[config.mk]
export PLATFORM = sky130hd
export DESIGN_NAME = vga_scan_reader
export DESIGN_NICKNAME = d
export VERILOG_FILES = /design/src/rtl/vga_scan_reader.sv
export SDC_FILE = /design/constraint.sdc
export NUM_CORES = 1
export LEC_CHECK = 0
export CAP_MARGIN = 20
export CORE_MARGIN = 10
export CORE_UTILIZATION = 53
export CTS_BUF_LIST = sky130_fd_sc_hd__clkbuf_16
export DETAILED_ROUTE_END_ITERATION = 10
export MAX_ROUTING_LAYER = met4
export PLACE_DENSITY = 0.82
export SLEW_MARGIN = 0
export SYNTH_ARGS = -nofsm -noshare
export SYNTH_HDL_FRONTEND = slang
export SYNTH_SLANG_ARGS = --single-unit
[constraint.sdc]
create_clock -name Clock -period 2 [get_ports Clock]
set_input_delay 0.2 -clock Clock [delete_from_list [all_inputs] [get_ports Clock]]
set_output_delay 0.2 -clock Clock [all_outputs]
set_load 0.01 [all_outputs]
[src/rtl/vga_scan_reader.sv]
`default_nettype none
// ============================================================================
// Module      : vga_scan_reader
// Description : 640x480@60 VGA timing generator that scans a 256x256 window
//               out of video memory. It presents a combinational read address
//               and registers colour and syncs with one pixel of latency.
// Revision    : 1.0 - initial release
// ============================================================================
module vga_scan_reader #(
  parameter int unsigned H_VISIBLE = 640,
  parameter int unsigned H_FRONT   = 16,
  parameter int unsigned H_SYNC    = 96,
  parameter int unsigned H_BACK    = 48,
  parameter int unsigned V_VISIBLE = 480,
  parameter int unsigned V_FRONT   = 10,
  parameter int unsigned V_SYNC    = 2,
  parameter int unsigned V_BACK    = 33,
  parameter int unsigned WIN_COL0  = 192,
  parameter int unsigned WIN_ROW0  = 112
) (
  input  logic        Clock,
  input  logic        Reset,
  output logic [15:0] oReadAddress,
  input  logic [2:0]  iReadData,
  output logic        oVGA_RED,
  output logic        oVGA_GREEN,
  output logic        oVGA_BLUE,
  output logic        oVGA_HSYNC,
  output logic        oVGA_VSYNC,
  output logic        oVBlank,
  output logic        oFrameStart
);

  // Counter limits and decode boundaries, all in 10-bit counter space
  localparam logic [9:0] c_h_last      = 10'(H_VISIBLE + H_FRONT + H_SYNC + H_BACK - 1);
  localparam logic [9:0] c_v_last      = 10'(V_VISIBLE + V_FRONT + V_SYNC + V_BACK - 1);
  localparam logic [9:0] c_h_visible   = 10'(H_VISIBLE);
  localparam logic [9:0] c_v_visible   = 10'(V_VISIBLE);
  localparam logic [9:0] c_hs_start    = 10'(H_VISIBLE + H_FRONT);
  localparam logic [9:0] c_hs_end      = 10'(H_VISIBLE + H_FRONT + H_SYNC);
  localparam logic [9:0] c_vs_start    = 10'(V_VISIBLE + V_FRONT);
  localparam logic [9:0] c_vs_end      = 10'(V_VISIBLE + V_FRONT + V_SYNC);
  localparam logic [9:0] c_win_h_start = 10'(WIN_COL0);
  localparam logic [9:0] c_win_h_end   = 10'(WIN_COL0 + 256);
  localparam logic [9:0] c_win_v_start = 10'(WIN_ROW0);
  localparam logic [9:0] c_win_v_end   = 10'(WIN_ROW0 + 256);
  localparam logic [7:0] c_win_col0_lo = 8'(WIN_COL0);
  localparam logic [7:0] c_win_row0_lo = 8'(WIN_ROW0);

  logic       tick_q, tick_d;
  logic [9:0] h_count_q, h_count_d;
  logic [9:0] v_count_q, v_count_d;
  logic [2:0] rgb_q, rgb_d;
  logic       hsync_q, hsync_d;
  logic       vsync_q, vsync_d;
  logic       vblank_q, vblank_d;
  logic       frame_start_q, frame_start_d;

  logic       w_in_window;
  logic       w_in_visible;
  logic       w_in_hsync;
  logic       w_in_vsync;
  logic       w_h_wrap;
  logic       w_v_wrap;
  logic [7:0] w_col_off;
  logic [7:0] w_row_off;

  // Position decode of the current counter values
  always_comb begin
    w_in_window  = (h_count_q >= c_win_h_start) && (h_count_q < c_win_h_end) &&
                   (v_count_q >= c_win_v_start) && (v_count_q < c_win_v_end);
    w_in_visible = (h_count_q < c_h_visible) && (v_count_q < c_v_visible);
    w_in_hsync   = (h_count_q >= c_hs_start) && (h_count_q < c_hs_end);
    w_in_vsync   = (v_count_q >= c_vs_start) && (v_count_q < c_vs_end);
    w_h_wrap     = (h_count_q == c_h_last);
    w_v_wrap     = (v_count_q == c_v_last);
    // Subtracting the low bytes equals the 8-bit truncation of the full difference
    w_col_off    = h_count_q[7:0] - c_win_col0_lo;
    w_row_off    = v_count_q[7:0] - c_win_row0_lo;
    oReadAddress = w_in_window ? {w_row_off, w_col_off} : 16'h0000;
  end

  // Next-state: counters advance and outputs capture only on pixel-tick clocks
  always_comb begin
    tick_d        = ~tick_q;
    h_count_d     = h_count_q;
    v_count_d     = v_count_q;
    rgb_d         = rgb_q;
    hsync_d       = hsync_q;
    vsync_d       = vsync_q;
    vblank_d      = vblank_q;
    frame_start_d = 1'b0;
    if (tick_q) begin
      if (w_h_wrap) begin
        h_count_d = 10'd0;
        v_count_d = w_v_wrap ? 10'd0 : v_count_q + 10'd1;
      end else begin
        h_count_d = h_count_q + 10'd1;
      end
      // Memory data belongs to the position the address was driven from,
      // so it is captured together with the syncs of that same position
      rgb_d         = (w_in_window && w_in_visible) ? iReadData : 3'b000;
      hsync_d       = ~w_in_hsync;
      vsync_d       = ~w_in_vsync;
      vblank_d      = (v_count_q >= c_v_visible);
      frame_start_d = w_h_wrap && w_v_wrap;
    end
  end

  // State registers with asynchronous active-low reset
  always_ff @(posedge Clock or negedge Reset) begin
    if (!Reset) begin
      tick_q        <= 1'b0;
      h_count_q     <= 10'd0;
      v_count_q     <= 10'd0;
      rgb_q         <= 3'b000;
      hsync_q       <= 1'b1;
      vsync_q       <= 1'b1;
      vblank_q      <= 1'b0;
      frame_start_q <= 1'b0;
    end else begin
      tick_q        <= tick_d;
      h_count_q     <= h_count_d;
      v_count_q     <= v_count_d;
      rgb_q         <= rgb_d;
      hsync_q       <= hsync_d;
      vsync_q       <= vsync_d;
      vblank_q      <= vblank_d;
      frame_start_q <= frame_start_d;
    end
  end

  assign oVGA_RED    = rgb_q[2];
  assign oVGA_GREEN  = rgb_q[1];
  assign oVGA_BLUE   = rgb_q[0];
  assign oVGA_HSYNC  = hsync_q;
  assign oVGA_VSYNC  = vsync_q;
  assign oVBlank     = vblank_q;
  assign oFrameStart = frame_start_q;

endmodule
`default_nettype wire

==> metrics.yaml, run 1 <==
outcome:
  status: "complete, no violations"
timing:
  fin_crit_sh: 0.9986
  worstMarginPinSlew_ps: 363.2
  hold_viol_final: 0
  clock.fmax_mhz: 500.7
  fin_crit_ps: 1997
  setup_viol: 0
  slew-limit-headroom: 0.7578
  finalMaxSlewViolations: 0
  fin_hold_ws_ps: 315.7
  skew_ps: 2.852
  fin_ws_ps: 2.759
  rsz0062_at_grt: "yes"
cts:
  h-tree-depth: 1
  clk_path_buf_depth: 2
  cts_tree: "yes"
  clkSinkCount: 28
  clock_latency_ps: 260
  cts-root-buf: "clkbuf_16"
  path_clk_slew_ps: 70
  postCtsHoldBufs: 0
  cts_made_buffers: 3
critical_path:
  reg2reg_depth: 7
  crit_chain: "ha_2 -> a21oi_4 -> xnor2_2 -> buf_4 -> nand2_2 -> buf_6 -> nor2_1 -> buf_2"
  critPathBufInv: 3
  reg2reg_slack_ps: 110
  path_delay_family: "buffers and inverters"
  slowest_delay_ps: 390
  crit_path_end_kind: "output port"
  critical_path_class: "reg2out"
  cp_data_required_time_ps: 1800
  r2r-end: "v_count_q[5]$_DFFE_PN0P_"
  path_max_fanout: 5
  cp-start-kind: "flop"
  rr_startpoint: "h_count_q[6]$_DFFE_PN0P_"
  worstPathArrival_ps: 1800
  crit_start: "v_count_q[4]$_DFFE_PN0P_"
  cpMaxStageDelayCell: "dfrtp_1"
yosys:
  ys_seq_elements: 28
  synth.distinct_cells: 41
  ys_async_sr_fraction: 1.000
  yosysTopAreaCellShare: 0.3863
  synth_area_per_cell_um2: 9.054
  ys_seq_area_frac: 0.4175
  synth_area_leaders: "dfrtp_1, ha_1, xnor2_1"
  syn-num-nets: 201
  yosysTopAreaCell: "dfrtp_1"
  yosysWarnings: 0
  netlist_instances: 186
  post_synth_instance_area_um2: 1684
  ys.flop_type: "dfrtp_1"
  synth_edf_count: 0
routing:
  drc: 0
  via_count: 1597
  dr.pass1.iters: 4
  wl_per_cell_um: 17.13
  routed_wl_mm: 4.780
  ant_nets: 0
  drt_iter0_markers: 118
  vias_per_cell: 5.724
global_route:
  track_usage: 0.1665
  grt_pass1_wl_mm: 7.935
  grt_max_degree: 29
  overflow: 0
  grt_pass1_vias: 1637
  antenna_found_initial: 0
floorplanning:
  start_util: 0.5516
  core-area_um2: 3053
  dieArea_um2: 5832
  die_w_um: 76.37
  io_pins: 28
  die_h_um: 76.37
  rows: 20
layout:
  fillCellCount: 216
  diodes: 0
  final_common_cell: "dfrtp_1"
  seq_area_um2: 703.2
  multiInputGateArea_um2: 933.4
  nets: 251
  layout-drive-gt1-share: 0.2809
  fin_area_um2: 2252
  final_core_util: 0.7377
  mostFrequentLayoutCells: "dfrtp_1, buf_4, inv_1"
  syn_to_final_growth_pct: 33.73
power:
  vdd_drop_max_v: 0.0003860
  power_mw: 1.186
  power.density_nw_per_um2: 526.7
  p_leak_nw: 1.035
place:
  post-place-ws_ps: -92.70
  port_buffers: 27
  hpwlAfterDp_mm: 3.377
  place.gp.congestion: 0.9247
  place_area_um2: 2112
run:
  drv_cap: 0
min_path:
  hp-class: "in2async"
## per-stage QoR
stage / cells / TNS [ps]
after floorplan: 186 / 0
after global routing: 279 / -698.4
after global placement: 269 / -86.48
after CTS: 277 / 0
final: 279 / 0
after detailed placement: 269 / -850.8
## synthesized netlist by cell type (4+ instances only)
library cell  instances
a21oi_1              11
and3_1                9
buf_2                 4
dfrtp_1              26
ha_1                 10
inv_1                16
nand2_1              14
nand3_1              11
nand4_1               6
nor2_1               16
o21ai_0              11
o22ai_1               4
xnor2_1               7
## layer usage
metal,vias up,part of all wire,global-route usage
met2,41,0.55,0.3019
met1,791,0.40,0.1782
met5,-,0,-
met3,12,0.029,0.02712
li1,753,-,-
met4,0,0.026,0.05948
## worst max-delay path by stage
stage / to / slack, ps / depth (start not counted)
floorplan: oReadAddress[14] / 240 / 6
global placement: oReadAddress[8] / -40 / 7
detailed placement: oReadAddress[8] / -90 / 7
CTS: oReadAddress[7] / 5 / 8
global route: oReadAddress[5] / -70 / 8
finish: oReadAddress[15] / 3 / 8
## state kept, by name, summed over array words and instances (netlist names)
| name | flops |
|---|---|
| oFrameStart | 1 |
| v_count_q | 10 |
| oVBlank | 1 |
| oVGA_VSYNC | 1 |
| rgb_q | 3 |
| h_count_q | 10 |
| tick_q | 1 |
| oVGA_HSYNC | 1 |
## worst reg2reg max path, cell delays in order (launching register included)
cell     delay [ps]
dfrtp_1         390
buf_4           160
inv_1            70
ha_1            170
and4b_2         310
nor3b_4         380
nand2_2         150
o22ai_1         180
## cells by family (layout without fill, tap and decap cells)
kind of cell / Yosys count / after routing / synth area share
AO/OA/AOI/OAI: 37 / 37 / 0.1270
XOR/XNOR: 9 / 9 / 0.04681
adder cells (fa/ha/maj): 10 / 10 / 0.07429
buffers and inverters: 23 / 72 / 0.05943
flip-flops: 28 / 28 / 0.4175
multiplexers: 1 / 1 / 0.005944
AND/OR/NAND/NOR: 78 / 78 / 0.2689
## final cells by class
type                            instances  share of cell area
Multi-Input combinational cell        135              0.4144
Clock inverter                          1             0.01333
Tap cell                               44             0.02444
Inverter                               16             0.02667
Clock buffer                            3             0.03333
Sequential cell                        28              0.3122
Timing Repair Buffer                   52              0.1756
## power breakdown
group          leakage, nW  switching (mW)  internal, mW
Combinational        0.614          0.0139       0.00872
Sequential           0.370               0         0.566
Clock               0.0511           0.199         0.399
## timing repair
item	in CTS	in global routing
setup buffers	4	2
gates cloned	0	1
pin swaps	3	0
gates resized for setup	61	19
endpoints found under the hold margin	0	0
endpoints found under the setup margin	16	21
(Power assumes the default switching activity.)
==> run 2, diff against run 1 <==
Settings changed: SKIP_CTS_REPAIR_TIMING set to 1.
==> run 2 against run 1 <==
  * Global-route usage is 0.40 points lower
  * Critical path type unchanged
  * Worst setup slack gained 87 ps
  * Non-clock buffer count is 6 lower
  * Clock power hardly changed
  * Total power shrank 0.24%
  * Sequential share of layout area grew 0.37 points
  * Sequential cell count did not move
  * Register-to-register slack better by 20 ps
==> metrics.yaml, run 2 (synthesized netlist as in run 1, its figures left out) <==
outcome:
  status: "complete, no violations"
critical_path:
  reg2reg_slack_ps: 130
  rr_startpoint: "h_count_q[6]$_DFFE_PN0P_"
  cp-start-kind: "flop"
  reg2reg_depth: 7
  crit_path_end_kind: "output port"
  cp_data_required_time_ps: 1800
  r2r-end: "v_count_q[5]$_DFFE_PN0P_"
  path_delay_family: "flip-flops"
  critPathBufInv: 2
  worstPathArrival_ps: 1710
  path_max_fanout: 9
  critical_path_class: "reg2out"
  cpMaxStageDelayCell: "dfrtp_1"
  crit_chain: "ha_1 -> a21oi_2 -> xnor2_2 -> nand2_2 -> buf_6 -> nor2_1 -> clkbuf_2"
  slowest_delay_ps: 400
cts:
  cts-root-buf: "clkbuf_16"
  cts_made_buffers: 3
  h-tree-depth: 1
  clk_path_buf_depth: 2
  path_clk_slew_ps: 70
  clkSinkCount: 28
  cts_tree: "yes"
  clock_latency_ps: 260
place:
  place_inst: 269
  port_buffers: 27
  place.gp.congestion: 0.9247
  hpwlAfterDp_mm: 3.377
  place_area_um2: 2112
floorplanning:
  rows: 20
  die_h_um: 76.37
  die_w_um: 76.37
  dieArea_um2: 5832
  start_util: 0.5516
  core-area_um2: 3053
  io_pins: 28
global_route:
  grt_max_degree: 29
  overflow: 0
  grt_pass1_wl_mm: 7.824
  antenna_found_initial: 0
  grt_pass1_vias: 1634
  track_usage: 0.1625
timing:
  slew-limit-headroom: 0.7603
  hold_viol_final: 0
  clock.fmax_mhz: 523.6
  worstMarginPinSlew_ps: 359.2
  setup_viol: 0
  finalMaxSlewViolations: 0
  fin_crit_ps: 1910
  fin_hold_ws_ps: 316.3
  skew_ps: 4.181
  fin_crit_sh: 0.9550
routing:
  drc: 0
  vias_per_cell: 5.740
  ant_nets: 0
  routed_wl_mm: 4.473
  drt_iter0_markers: 95
  wl_per_cell_um: 16.38
  via_count: 1567
  dr.pass1.iters: 4
power:
  p_seq_frac: 0.478
  clockPowerShare: 0.503
  power.density_nw_per_um2: 531.6
  swShare: 0.1774
  p_leak_nw: 1.136
  p_int_mw: 0.9734
  combPwrFrac: 0.019
  vdd_drop_max_v: 0.0003867
  p_switching_mw: 0.2099
layout:
  mostFrequentLayoutCells: "dfrtp_1, buf_4, inv_1, nor2_1, nand2_1"
  finalNonFillerCells: 273
  fin_area_um2: 2226
  fillCellCount: 225
  reg_top3: "h_count_q: 10 flops, v_count_q: 10 flops, rgb_q: 3 flops"
  nets: 245
  diodes: 0
  final_common_cell: "dfrtp_1"
  layout-drive-gt1-share: 0.1965
  syn_to_final_growth_pct: 32.17
run:
  drv_cap: 0
min_path:
  hp-class: "in2async"
==> run 2: cell count changes in the layout (fill, tap and decap cells not counted), moves of 3 or more <==
cell,previous run,this run
buf_2,13,3
nor2_2,5,0
clkbuf_2,2,5
buf_4,22,18
dlymetal6s2s_1,0,8
nor2_1,11,16
buf_6,4,1
==> run 2: layer usage <==
layer  vias up  wire, um  track usage
met5         -         0            -
met4         0       111      0.05762
met1       775      1810       0.1719
met2        38      2424       0.2951
li1        742         -            -
met3        12       126      0.02948
==> run 2: worst max path at each step <==
stage	start	endpoint	slack, ps	depth (start not counted)
detailed placement	v_count_q[4]$_DFFE_PN0P_	oReadAddress[8]	-90	7
CTS	v_count_q[4]$_DFFE_PN0P_	oReadAddress[8]	-420	7
global placement	v_count_q[4]$_DFFE_PN0P_	oReadAddress[8]	-40	7
finish	v_count_q[4]$_DFFE_PN0P_	oReadAddress[8]	90	7
floorplan	v_count_q[4]$_DFFE_PN0P_	oReadAddress[14]	240	6
global route	v_count_q[4]$_DFFE_PN0P_	oReadAddress[11]	-6	7
==> run 2: power groups by stage <==
stage | clock [mW] | sequential (mW) | combinational (mW)
finish | 0.595 | 0.566 | 0.0221
global route | 0.627 | 0.566 | 0.0251
CTS | 0.597 | 0.566 | 0.0230
detailed placement | 0 | 0.577 | 0.0223
global placement | 0 | 0.577 | 0.0212
floorplan | 0 | 0.577 | 0.00131
==> run 2: cell type report <==
class                   instances  area [um2]  share of cell area
repair buffers                 46       396.6              0.1782
flip-flops and latches         28       703.2              0.3159
well taps                      44       55.05             0.02473
multi-input cells             135       905.9              0.4070
inverters                      16       60.06             0.02698
clock buffers                   3       75.07             0.03373
clock inverters                 1       30.03             0.01349
==> run 2: worst register-to-register path: stages (launching register included) <==
cell and delay (ps):
dfrtp_1 390, buf_4 150, inv_1 70, ha_1 170
and4b_2 310, nor3b_4 380, nand2_2 140, o22ai_1 180
==> run 2: metrics by stage <==
step,setup TNS [ps],total power [mW],utilization,setup slack (ps)
2_1_floorplan,0,0.5784,-,236.1
3_3_place_gp,-86.48,0.5981,0.6918,-35.99
3_5_place_dp,-850.8,0.5991,0.6918,-92.70
4_1_cts,-5889,1.186,0.7262,-421.9
5_1_grt,-5.936,1.217,0.7291,-5.936
6_report,0,1.183,0.7291,90.04
